[src/rtl/popcount22_pkg.sv]
// popcount22_pkg: shared widths, FSM state encoding and mask type for the popcount scheduler
package popcount22_pkg;
  localparam int N_IN = 22;
  localparam int PC_W = 5;
  typedef logic [N_IN-1:0] mask_t;
  typedef enum logic [2:0] {S_IDLE, S_POS, S_POS_W, S_NEG, S_NEG_W, S_DONE} state_t;
endpackage

[src/rtl/popcount22_core.sv]
// popcount22_core: exact combinational 22-input popcount as a balanced adder tree
module popcount22_core
  import popcount22_pkg::*;
(
  input  mask_t           a,
  output logic [PC_W-1:0] pc
);
  logic [1:0] s1 [11];
  logic [2:0] s2 [6];
  logic [3:0] s3 [3];
  for (genvar i = 0; i < 11; i++) begin : g_l1
    assign s1[i] = 2'(a[2*i]) + 2'(a[2*i+1]);
  end
  for (genvar i = 0; i < 5; i++) begin : g_l2
    assign s2[i] = 3'(s1[2*i]) + 3'(s1[2*i+1]);
  end
  assign s2[5] = 3'(s1[10]);
  for (genvar i = 0; i < 3; i++) begin : g_l3
    assign s3[i] = 4'(s2[2*i]) + 4'(s2[2*i+1]);
  end
  assign pc = 5'(s3[0]) + 5'(s3[1]) + 5'(s3[2]);
endmodule

[src/rtl/popcount22_neuron_sched.sv]
// popcount22_neuron_sched: shares one popcount22 unit across NUM_NEURONS ternary neurons.
// Define POPCNT_PIPE_REG_EN to register the popcount output (extra wait state per pass).
module popcount22_neuron_sched
  import popcount22_pkg::*;
#(
  parameter int NUM_NEURONS = 4,
  parameter int THR_W       = 6,
  localparam int IDX_W      = (NUM_NEURONS > 1) ? $clog2(NUM_NEURONS) : 1
) (
  input  logic                    clk,
  input  logic                    rst_n,
  input  logic                    cfg_we,
  input  logic [IDX_W-1:0]        cfg_addr,
  input  logic [N_IN-1:0]         cfg_wpos,
  input  logic [N_IN-1:0]         cfg_wneg,
  input  logic [THR_W-1:0]        cfg_thr,
  input  logic                    in_valid,
  output logic                    in_ready,
  input  logic [N_IN-1:0]         in_x,
  output logic                    out_valid,
  input  logic                    out_ready,
  output logic [NUM_NEURONS-1:0]  out_act
);
`ifdef POPCNT_PIPE_REG_EN
  localparam bit PIPE = 1'b1;
`else
  localparam bit PIPE = 1'b0;
`endif
  state_t                   state, state_d;
  mask_t                    wp [NUM_NEURONS];
  mask_t                    wn [NUM_NEURONS];
  logic signed [THR_W-1:0]  thr [NUM_NEURONS];
  mask_t                    x_q, operand;
  logic [IDX_W-1:0]         idx;
  logic [PC_W-1:0]          pc, pc_use, pos_q;
  logic signed [THR_W-1:0]  diff;
  logic                     last, act, accept, pos_st, eval_st;

  popcount22_core u_pc (.a(operand), .pc(pc));

`ifdef POPCNT_PIPE_REG_EN
  logic [PC_W-1:0] pc_q;
  // Pipeline register on the popcount result to cut the adder tree from the comparator path
  always_ff @(posedge clk or negedge rst_n)
    if (!rst_n) pc_q <= '0;
    else pc_q <= pc;
  assign pc_use = pc_q;
`else
  assign pc_use = pc;
`endif

  assign last    = idx == IDX_W'(NUM_NEURONS - 1);
  assign accept  = in_valid && in_ready;
  assign pos_st  = state == (PIPE ? S_POS_W : S_POS);
  assign eval_st = state == (PIPE ? S_NEG_W : S_NEG);
  assign diff    = THR_W'(pos_q) - THR_W'(pc_use);
  assign act     = diff >= thr[idx];

  // FSM state register
  always_ff @(posedge clk or negedge rst_n)
    if (!rst_n) state <= S_IDLE;
    else state <= state_d;

  // Next-state: two popcount passes per neuron, optional wait cycle after each
  always_comb begin
    state_d = state;
    unique case (state)
      S_IDLE:  state_d = accept ? S_POS : S_IDLE;
      S_POS:   state_d = PIPE ? S_POS_W : S_NEG;
      S_POS_W: state_d = S_NEG;
      S_NEG:   state_d = PIPE ? S_NEG_W : (last ? S_DONE : S_POS);
      S_NEG_W: state_d = last ? S_DONE : S_POS;
      S_DONE:  state_d = out_ready ? S_IDLE : S_DONE;
      default: state_d = S_IDLE;
    endcase
  end

  // Outputs; popcount operand is held at zero outside the issuing states to avoid toggling
  always_comb begin
    in_ready  = rst_n && state == S_IDLE && !cfg_we;
    out_valid = state == S_DONE;
    operand   = state == S_POS ? x_q & wp[idx] & ~wn[idx] :
                state == S_NEG ? x_q & wn[idx] & ~wp[idx] : '0;
  end

  // Weight store, input latch, positive-count latch and per-neuron activation update
  always_ff @(posedge clk or negedge rst_n)
    if (!rst_n) begin
      for (int n = 0; n < NUM_NEURONS; n++) begin
        wp[n]  <= '0;
        wn[n]  <= '0;
        thr[n] <= '0;
      end
      x_q     <= '0;
      idx     <= '0;
      pos_q   <= '0;
      out_act <= '0;
    end else begin
      if (state == S_IDLE && cfg_we && int'(cfg_addr) < NUM_NEURONS) begin
        wp[cfg_addr]  <= cfg_wpos;
        wn[cfg_addr]  <= cfg_wneg;
        thr[cfg_addr] <= cfg_thr;
      end
      if (accept) begin
        x_q <= in_x;
        idx <= '0;
      end
      if (pos_st) pos_q <= pc_use;
      if (eval_st) begin
        out_act[idx] <= act;
        idx          <= last ? idx : idx + 1'b1;
      end
    end
endmodule

[config.mk]
export PLATFORM = sky130hd
export DESIGN_NAME = popcount22_neuron_sched
export DESIGN_NICKNAME = d
export VERILOG_FILES = /design/src/rtl/popcount22_pkg.sv /design/src/rtl/popcount22_core.sv /design/src/rtl/popcount22_neuron_sched.sv
export SDC_FILE = /design/constraint.sdc
export NUM_CORES = 1
export LEC_CHECK = 0
export BUFFER_PORTS_ARGS = -buffer_cell sky130_fd_sc_hd__clkbuf_2
export CAP_MARGIN = 20
export CORE_ASPECT_RATIO = 0.5
export CORE_MARGIN = 5
export CORE_UTILIZATION = 40
export DETAILED_ROUTE_END_ITERATION = 10
export GPL_TIMING_DRIVEN = 0
export PLACE_DENSITY = 0.54
export SLEW_MARGIN = 25
export SYNTH_ARGS = -nofsm -noshare
export SYNTH_HDL_FRONTEND = slang
export SYNTH_SLANG_ARGS = --single-unit
[constraint.sdc]
create_clock -name clk -period 13 [get_ports clk]
set_input_delay 2.6 -clock clk [delete_from_list [all_inputs] [get_ports clk]]
set_output_delay 2.6 -clock clk [all_outputs]
set_load 0.01 [all_outputs]
==> reports/qor.yml <==
outcome: "finished clean"
postRouteAntennaNets: 0
fin_crit_ns: 7.83
yosysUniqueCellTypes: 33
chipHeight_um: 129
dp.cells: 1229
max_freq_mhz: 128
cts_buffers: 24
firstDrtPassIters: 6
clkLatencyLatePin_ns: 0.52
overflow: 0
worstPathRequired_ns: 13.46
finish.utilization_pct: 47.1
vias: 6761
slew_violations: 0
cts_max_path_buffers: 3
cts_resized: 0
skew_ns: 0.00729
power.total_mw: 3.41
avgSynthCellArea_um2: 14.9
power.leakage_nw: 6.16
design.core.area_um2: 27900
dp_worst_setup_slack_ns: 5.09
cts_root_buf: "clkbuf_16"
p_per_area_nw_per_um2: 260
post-dp-hpwl_um: 19400
fill_cells: 2504
areaGrowthSynthToFinish_pct: 15.5
ys_seq_area_share_pct: 52.0
max_slew_margin_pct: 35.5
cts_htree_levels: 1
finalSetupTns_ns: 0
endpoint_kind: "register"
max-cap-violations: 0
viasPerCell: 5.32
synth_warnings: 0
p_int_mw: 2.27
place.gp.congestion: 0.764
io_buffers: 84
wl_um: 27900
path_class: "reg -> reg"
final_cell_mix: "236 x dfrtp_1, 221 x mux2_2, 83 x clkbuf_2, 50 x mux4_2, 33 x nand4b_1"
synth_top_area_share_pct: 52.0
yosys-top-cells-area: "dfrtp_1 52%, mux2_2 22%, mux4_2 9.9%"
drcViolationCount: 0
arrival_ns: 8.29
critPathMaxFanout: 10
std_cell_rows: 43
clk_pin_slew_worst_paths_ns: 0.06
initial_core_util_pct: 40.8
grt_start_max_net_pins: 87
fp.dieW_um: 248
setup_viol: 0
placed_area_um2: 12300
fin_cells: 1271
layout-drive-gt1-share_pct: 46.7
hp-class: "reg -> reg"
drt_first_iter_violations: 365
rsz0062_at_grt: "no"
holdWs_ns: 0.488
ir_drop_mv: 0.117
fin_ws_ns: 5.17
switching_share_pct: 33.6
die_area_um2: 32100
cts_tree: "yes"
synth_top_area_cell: "dfrtp_1"
synth-seq-cells: 236
p_comb_share_pct: 43.7
nNetsFinal: 990
hold_violations: 0
drt-wirelength-per-cell_um: 21.9
grt_pass1_wl_um: 43400
tightest_slew_ns: 0.968
io-pin-count: 85
fin_crit_sh_pct: 60.2
syn_area_um2: 11400
postCtsSetupBuffers: 0
hold_buffers: 0
start_kind: "register"
grtUsageTotal_pct: 17.9
clkPwrFrac_pct: 20.3
syn_inst: 761
clock-sinks: 236
syn-num-nets: 878
seqPwrFrac_pct: 36.0
fin_area_um2: 13100
antenna_cells: 0
layout_commonest_cell: "dfrtp_1"
p_sw_mw: 1.15
antenna_found_initial: 0
grt_pass1_vias: 7119
## registers in the layout, summed over array words and instances, names as in the netlist
| register | cells |
|---|---|
| out_act | 4 |
| x_q | 22 |
| wn | 88 |
| wp | 88 |
| thr | 24 |
| pos_q | 5 |
| idx | 2 |
| state | 3 |
## critical path: stages (launching register included)
cell	delay [ns]
dfrtp_1	0.35
buf_2	0.18
and3b_1	0.29
clkbuf_1	0.66
buf_1	0.57
nand4b_1	0.16
nand2_1	0.12
fa_1	0.48
fa_1	0.54
fa_1	0.52
fa_1	0.54
fa_1	0.49
ha_1	0.24
fa_1	0.55
inv_1	0.06
ha_1	0.27
a21o_1	0.16
a21oi_1	0.23
xnor2_1	0.12
ha_1	0.30
a21oi_1	0.06
or3b_2	0.44
o211ai_1	0.20
mux2_2	0.23
## area by class of cell
cell class	instances	area (µm²)	share of cell area, %
sequential	236	5910	45.0
multi-input combinational	452	5160	39.3
clock buffer	36	737	5.62
timing repair buffer	86	484	3.69
tap	382	478	3.64
buffer	41	186	1.42
inverter	32	120	0.915
clock inverter	6	55.1	0.419
## kinds of logic after synthesis
| group | synth area share, % |
|---|---|
| AO/OA/AOI/OAI | 1.52 |
| XOR/XNOR | 0.462 |
| adder cells (fa/ha/maj) | 5.24 |
| buffers and inverters | 2.70 |
| flip-flops | 52.0 |
| multiplexers | 32.4 |
| AND/OR/NAND/NOR | 5.70 |
## per-layer routing
layer	share of wire, %	GRT usage [%]	up-vias
met5	0	0	-
met2	45	27.8	117
met1	49	27.0	3604
met4	1.5	2.76	0
li1	-	-	3008
met3	4.4	3.30	32
## final timing paths
kind / start / end / slack (ns) / cells past startpoint
min reg2reg: wn[80] / wn[80] / 0.49 / 1
max: state[2] / out_act[2] / 5.17 / 23
min in group asynchronous: rst_n / wn[70] / 2.08 / 1
max in group asynchronous: rst_n / wn[39] / 10.03 / 2
min: wn[80] / wn[80] / 0.49 / 1
max reg2reg: state[2] / out_act[2] / 5.17 / 23
## cell usage after synthesis
library cell  count
xnor2_1           5
buf_2            11
dfrtp_1         236
nand4b_1         33
clkbuf_1          9
nand3b_1          4
and3b_1           2
nor3b_2           2
or3b_2            1
or3_1             1
nor2b_1           1
nor4b_4           1
nand2_1          32
buf_1            16
o211ai_1          2
fa_1             16
nor2_1           14
inv_1            32
a21oi_1          10
a21o_1            5
mux2_2          221
nor3b_1           6
ha_1             22
xor2_1            1
mux2_1            6
nand4_1           1
o21ai_0          11
mux4_2           50
o21a_1            1
nand3_1           1
buf_4             5
o31ai_1           1
nand2b_1          2
## power groups by stage
| stage | sequential [mW] | combinational [mW] | clock [mW] |
|---|---|---|---|
| finish | 1.23 | 1.49 | 0.694 |
| global route | 1.27 | 1.69 | 0.743 |
| CTS | 1.23 | 1.52 | 0.716 |
| detailed placement | 1.24 | 1.51 | 0 |
| global placement | 1.22 | 1.48 | 0 |
| floorplan | 1.18 | 1.16 | 0 |
Note: power is estimated with default switching activity, not from simulation.
